`src/rtl/tlb_asid.sv`:
```
// Fully associative Sv39 TLB with ASID tagging, mixed 4K/2M/1G pages,
// selective sfence.vma invalidation and invalid-first / round-robin victim choice.
`timescale 1ns/1ps
module tlb_asid #(
   parameter int LG_N   = 3,
   parameter int ASID_W = 16
) (
   input  logic              clk,
   input  logic              reset,
   input  logic              active,
   input  logic              req,
   input  logic [63:0]       va,
   input  logic [ASID_W-1:0] asid,
   output logic [63:0]       pa,
   output logic              hit,
   output logic              dirty,
   output logic              readable,
   output logic              writable,
   output logic              executable,
   output logic              user,
   input  logic              replace,
   input  logic [63:0]       replace_va,
   input  logic [63:0]       replace_pa,
   input  logic [ASID_W-1:0] replace_asid,
   input  logic [1:0]        replace_level,
   input  logic              replace_global,
   input  logic              replace_dirty,
   input  logic              replace_readable,
   input  logic              replace_writable,
   input  logic              replace_executable,
   input  logic              replace_user,
   input  logic              flush,
   input  logic              flush_va_valid,
   input  logic              flush_asid_valid,
   input  logic [63:0]       flush_va,
   input  logic [ASID_W-1:0] flush_asid,
   output logic [LG_N-1:0]   victim
);

   localparam int N = 2 ** LG_N;

   typedef struct packed {
      logic [26:0]       vpn;
      logic [51:0]       ppn;
      logic [ASID_W-1:0] asid;
      logic [1:0]        level;
      logic              global_pg;
      logic              dirty;
      logic              readable;
      logic              writable;
      logic              executable;
      logic              user;
   } entry_t;

   entry_t          ent [N];
   logic [N-1:0]    valid;
   logic [LG_N-1:0] r_ptr;

   logic [N-1:0]    look_match;
   logic [N-1:0]    flush_kill;
   logic            any_match;
   logic [LG_N-1:0] sel_idx;
   logic            all_valid;
   logic [LG_N-1:0] first_inv;
   logic [63:0]     sel_pa;

   logic unused_bits;
   assign unused_bits = ^{replace_va[63:39], replace_va[11:0], replace_pa[11:0],
                          flush_va[63:39], flush_va[11:0]};

   // Level 3 is reserved and falls through to the 1G comparison
   function automatic logic vpn_eq(input logic [26:0] tag, input logic [1:0] level,
                                   input logic [26:0] vpn);
      logic eq;
      eq = (tag[26:18] == vpn[26:18]);
      if (level == 2'd0 || level == 2'd1) eq = eq && (tag[17:9] == vpn[17:9]);
      if (level == 2'd0) eq = eq && (tag[8:0] == vpn[8:0]);
      return eq;
   endfunction

   function automatic logic [63:0] compose(input logic [51:0] ppn, input logic [1:0] level,
                                           input logic [63:0] addr);
      case (level)
         2'd0:    return {ppn, addr[11:0]};
         2'd1:    return {ppn[51:9], addr[20:0]};
         default: return {ppn[51:18], addr[29:0]};
      endcase
   endfunction

   always_comb begin
      look_match = '0;
      flush_kill = '0;
      for (int unsigned i = 0; i < N; i++) begin
         look_match[i] = valid[i] && (ent[i].global_pg || ent[i].asid == asid) &&
                         vpn_eq(ent[i].vpn, ent[i].level, va[38:12]);
         case ({flush_va_valid, flush_asid_valid})
            2'b11: flush_kill[i] = !ent[i].global_pg && ent[i].asid == flush_asid &&
                                   vpn_eq(ent[i].vpn, ent[i].level, flush_va[38:12]);
            2'b01: flush_kill[i] = !ent[i].global_pg && ent[i].asid == flush_asid;
            2'b10: flush_kill[i] = vpn_eq(ent[i].vpn, ent[i].level, flush_va[38:12]);
            default: flush_kill[i] = 1'b1;
         endcase
      end
   end

   // Lowest-index winner for lookups; lowest-index hole for victim choice
   always_comb begin
      any_match = 1'b0;
      sel_idx   = '0;
      first_inv = '0;
      for (int unsigned i = 0; i < N; i++) begin
         if (look_match[i] && !any_match) begin
            any_match = 1'b1;
            sel_idx   = LG_N'(i);
         end
      end
      for (int unsigned i = N; i > 0; i--) begin
         if (!valid[i-1]) first_inv = LG_N'(i - 1);
      end
   end

   assign all_valid = &valid;
   assign victim    = all_valid ? r_ptr : first_inv;
   assign sel_pa    = compose(ent[sel_idx].ppn, ent[sel_idx].level, va);

   // Tag/data storage carries no reset; valid bits alone gate its use
   always_ff @(posedge clk) begin
      if (replace && !flush) begin
         ent[victim].vpn        <= replace_va[38:12];
         ent[victim].ppn        <= replace_pa[63:12];
         ent[victim].asid       <= replace_asid;
         ent[victim].level      <= replace_level;
         ent[victim].global_pg  <= replace_global;
         ent[victim].dirty      <= replace_dirty;
         ent[victim].readable   <= replace_readable;
         ent[victim].writable   <= replace_writable;
         ent[victim].executable <= replace_executable;
         ent[victim].user       <= replace_user;
      end
   end

   always_ff @(posedge clk or posedge reset) begin
      if (reset) begin
         valid <= '0;
         r_ptr <= '0;
      end else if (flush) begin
         valid <= valid & ~flush_kill;
      end else if (replace) begin
         valid[victim] <= 1'b1;
         if (all_valid) r_ptr <= r_ptr + 1'b1;
      end
   end

   always_ff @(posedge clk or posedge reset) begin
      if (reset) begin
         pa         <= '0;
         hit        <= 1'b0;
         dirty      <= 1'b0;
         readable   <= 1'b0;
         writable   <= 1'b0;
         executable <= 1'b0;
         user       <= 1'b0;
      end else if (!active) begin
         pa         <= va;
         hit        <= 1'b1;
         dirty      <= 1'b1;
         readable   <= 1'b1;
         writable   <= 1'b1;
         executable <= 1'b1;
         user       <= 1'b1;
      end else if (req && any_match) begin
         pa         <= sel_pa;
         hit        <= 1'b1;
         dirty      <= ent[sel_idx].dirty;
         readable   <= ent[sel_idx].readable;
         writable   <= ent[sel_idx].writable;
         executable <= ent[sel_idx].executable;
         user       <= ent[sel_idx].user;
      end else begin
         pa         <= '0;
         hit        <= 1'b0;
         dirty      <= 1'b0;
         readable   <= 1'b0;
         writable   <= 1'b0;
         executable <= 1'b0;
         user       <= 1'b0;
      end
   end

endmodule

```
`config.mk`:
```
export PLATFORM = sky130hd
export DESIGN_NAME = tlb_asid
export DESIGN_NICKNAME = d
export VERILOG_FILES = /design/src/rtl/tlb_asid.sv
export SDC_FILE = /design/constraint.sdc
export NUM_CORES = 1
export LEC_CHECK = 0
export BUFFER_PORTS_ARGS = -buffer_cell sky130_fd_sc_hd__buf_2
export CORE_MARGIN = 4
export CORE_UTILIZATION = 60
export CTS_CLUSTER_DIAMETER = 40
export DETAILED_ROUTE_END_ITERATION = 8
export GPL_TIMING_DRIVEN = 0
export PLACE_DENSITY = 0.85
export SKIP_CTS_REPAIR_TIMING = 1
export SYNTH_ARGS = -nofsm -noshare
export SYNTH_HDL_FRONTEND = slang
export SYNTH_SLANG_ARGS = --single-unit
```
`constraint.sdc`:
```
create_clock -name clk -period 13.2 [get_ports clk]
set_input_delay 0.66 -clock clk [delete_from_list [all_inputs] [get_ports clk]]
set_output_delay 0.66 -clock clk [all_outputs]
set_load 0.02 [all_outputs]
```
==> results.toml <==
[worst_setup_path]
crit_fanout = 10
end_kind = "flop"
path_buf_inv = 2
crit_slowest_cell = "nor4_1"
critical_path.top_delay_family = "simple AND/OR/NAND/NOR gates"
worstPathArrival_ns = 5.73
start_kind = "flop"
worstSetupPathType = "reg -> reg"
crit_top_cell = "nor2_1"
worstPathRequired_ns = 13.72
cpPeakStageDelay_ns = 0.68
cp_cell_sequence = "xor2_1 -> nor4_1 -> a41oi_1 -> nor4_2 -> nor2_1 -> nor3_1 -> nor2_1 -> nor2_1 -> buf_2 -> clkbuf_1 -> a21oi_1 -> a21oi_1 -> o22ai_1"

[yosys]
syn_inst = 2770
yosysUniqueCellTypes = 51
yosys_warnings = 0
synth.mux.area_fraction_pct = 5.26
synth_seq_cells = 905
yosys.area_share.simple_pct = 5.83
synth_top_family_by_area = "XOR/XNOR gates"
synth_edf_count = 824
synthFlopType = "edfxtp_1"
synthAdderAreaFrac_pct = 0.0308
syn-cell-area_um2 = 40600
synth-seq-area-share_pct = 65.9
async_reset_ff_share_pct = 8.95
synth-compound-area-share_pct = 5.62
synth_area_per_cell_um2 = 14.7
syn-num-nets = 3091
synth_xor_xnor_area_share_pct = 14.9

[power_and_ir_drop]
power_density_nw_per_um2 = 151
p_int_uw = 5470
p_sw_share_pct = 24.3
p_sw_uw = 1760
p_total_uw = 7240
seqPwrFrac_pct = 45.6
p_leak_uw = 0.0165
peakVddDrop_mv = 0.119
clkPwrFrac_pct = 46.5
combPwrFrac_pct = 7.9

[placement]
place_inst = 3909
port_buffers = 216
hpwl_um = 83300
place.gp.congestion = 0.981

[floorplanning]
dieWidth_um = 268
coreArea_um2 = 67200
core.rowCount = 95
ios = 393
initial_core_util_pct = 60.5
die_h_um = 268
die-area_um2 = 71900

[global_routing]
grt_pass1_vias = 26285
grt.total_usage_pct = 33.6
grt_pass1_wl_um = 176000
grt_max_degree = 47
overflow = 0
antenna_found_initial = 34

[sta]
fmax_mhz = 192
setup_viol = 0
skew_ns = 0.0479
fin_crit_ns = 5.21
hold_viol_final = 0
tightest_slew_ns = 1.32
slew_violations = 0
fin_crit_sh_pct = 39.5
max_slew_margin_pct = 11.6
rsz0062_at_grt = "false"

[detailed_routing]
vias = 26583
firstDrtPassIters = 5
detail-route-antenna-nets = 0
drc = 0
initialDrtViolationCount = 3053
wl_per_cell_um = 29.6
viasPerCell = 6.40
wl_um = 123000

[min_path]
min_path_type = "in -> async"

[cts]
cts_inserted_buffers = 119
root_buffer = "clkbuf_16"
cts_tree = "done"
htree_levels = 3
cts.path.max_buffers = 3
numClockSinks = 905
clock_latency_ns = 0.71
cts.clk_slew.worst_paths_ns = 0.06

[cells_and_area]
seqCellArea_um2 = 26800
multiInputGateArea_um2 = 12900
fin_cells = 4153
syn_to_final_growth_pct = 18.1
fillers = 4216
nNetsFinal = 3479
drive_above_1_share_pct = 18.2

[run_status]
outcome = "finished, final reports clean"

[job]
drv_cap = 0
-- final timing paths --
check,startpoint,end,slack [ns],depth (start not counted)
max in group asynchronous,reset,pa[25]$_DFF_PP0_,12.43,3
worst max-delay path,ent[7][22]$_DFFE_PP_,pa[38]$_DFF_PP0_,7.99,13
worst max register to register,ent[7][22]$_DFFE_PP_,pa[38]$_DFF_PP0_,7.99,13
min in group clk,va[11],pa[11]$_DFF_PP0_,0.17,2
worst min-delay path,reset,pa[19]$_DFF_PP0_,0.06,2
worst min register to register,r_ptr[2]$_DFFE_PP0P_,r_ptr[2]$_DFFE_PP0P_,0.51,1
-- cell usage in the layout (no fill, tap or decap), types with 9 or more instances in the layout --
master	instances
nand2_1	48
xnor2_1	217
buf_1	11
mux2i_1	191
nor3_1	26
inv_6	18
dfrtp_1	81
and2_1	13
nand4_1	57
nor4_1	116
buf_4	25
clkbuf_1	88
buf_12	20
a41oi_1	16
a31oi_1	16
nor2b_1	70
clkbuf_16	120
a21oi_1	73
inv_1	47
diode_2	17
mux2_2	20
nand3_1	22
o2111ai_1	9
xor2_1	473
nor2_1	32
buf_6	32
o22ai_1	43
clkinv_2	18
a211oi_1	103
a22o_1	11
o21ai_0	25
o211ai_1	11
edfxtp_1	824
clkinvlp_4	11
buf_2	265
bufinv_16	15
-- synthesized netlist by cell type, drive strengths merged, types with 22 or more instances --
| cell | instances | share of area (%) |
|---|---|---|
| nand3 | 22 | 0.27 |
| a21oi | 73 | 0.90 |
| clkbuf | 73 | 0.67 |
| dfrtp | 81 | 5.0 |
| nor2b | 71 | 1.1 |
| o21ai | 28 | 0.35 |
| xnor2 | 217 | 4.7 |
| buf | 91 | 1.4 |
| nand4 | 57 | 0.88 |
| nand2 | 48 | 0.44 |
| mux2i | 191 | 4.7 |
| edfxtp | 824 | 61 |
| nor4 | 121 | 1.9 |
| a211oi | 103 | 1.9 |
| o22ai | 43 | 0.66 |
| nor3 | 29 | 0.37 |
| xor2 | 473 | 10 |
| nor2 | 38 | 0.35 |
| inv | 48 | 0.44 |
-- through the flow --
step	hold WS, ns	TNS, ns	instance area, µm²	util, %	setup slack (ns)
global route	0.0953	0	47900	71.4	8.01
detailed placement	0.478	0	43700	65.0	7.65
CTS	0.0790	0	47900	71.4	8.17
finish	0.0636	0	48000	71.4	7.99
global placement	0.469	-406.22	42800	63.7	-2.11
floorplan	0.445	0	40600	-	4.24
-- power groups by stage --
stage                     Combinational, µW  Clock, µW  Sequential, µW
after floorplan                         292          0            3380
after global placement                  499          0            3400
after detailed placement                553          0            3360
after CTS                               560       3370            3300
after global routing                    599       3510            3310
final                                   571       3360            3300
-- per-layer routing --
layer / wire length [µm] / global-route usage, % / vias up / part of all wire [%]
li1: - / - / 11176 / -
met1: 47200 / 46.1 / 13290 / 38
met2: 57500 / 53.0 / 1812 / 47
met3: 14100 / 8.78 / 273 / 11
met4: 3890 / 11.6 / 32 / 3.2
met5: 218 / 0 / - / 0.18
-- logic make-up (layout without fill, tap and decap cells) --
| logic type | count (synthesis) | after routing |
|---|---|---|
| AO/OA/AOI/OAI | 337 | 337 |
| XOR/XNOR | 690 | 690 |
| adder cells (fa/ha/maj) | 1 | 1 |
| buffers and inverters | 212 | 705 |
| flip-flops | 905 | 905 |
| multiplexers | 211 | 211 |
| other | 0 | 17 |
| AND/OR/NAND/NOR | 414 | 414 |
-- registers in the layout, indices dropped and copies added (netlist names) --
| register | cells |
|---|---|
| executable | 1 |
| ent | 824 |
| valid | 8 |
| hit | 1 |
| user | 1 |
| pa | 64 |
| writable | 1 |
| readable | 1 |
| dirty | 1 |
| r_ptr | 3 |
-- layout make-up --
cell class	instances	share of cell area [%]
Sequential cell	905	55.8
Multi-Input combinational cell	1653	26.9
Clock buffer	141	6.55
Timing Repair Buffer	267	3.95
Clock inverter	85	2.32
Tap cell	873	2.28
Buffer	164	1.73
Inverter	48	0.381
Antenna cell	17	0.0887
-- worst register-to-register path: cells and delay by family, from the launching register on --
family,cells,cell delay [ns]
simple gates,6,2.35
compound gates,4,1.09
buf+inv,2,1.03
flops,1,0.41
xor+xnor,1,0.17
(Power assumes the default switching activity.)
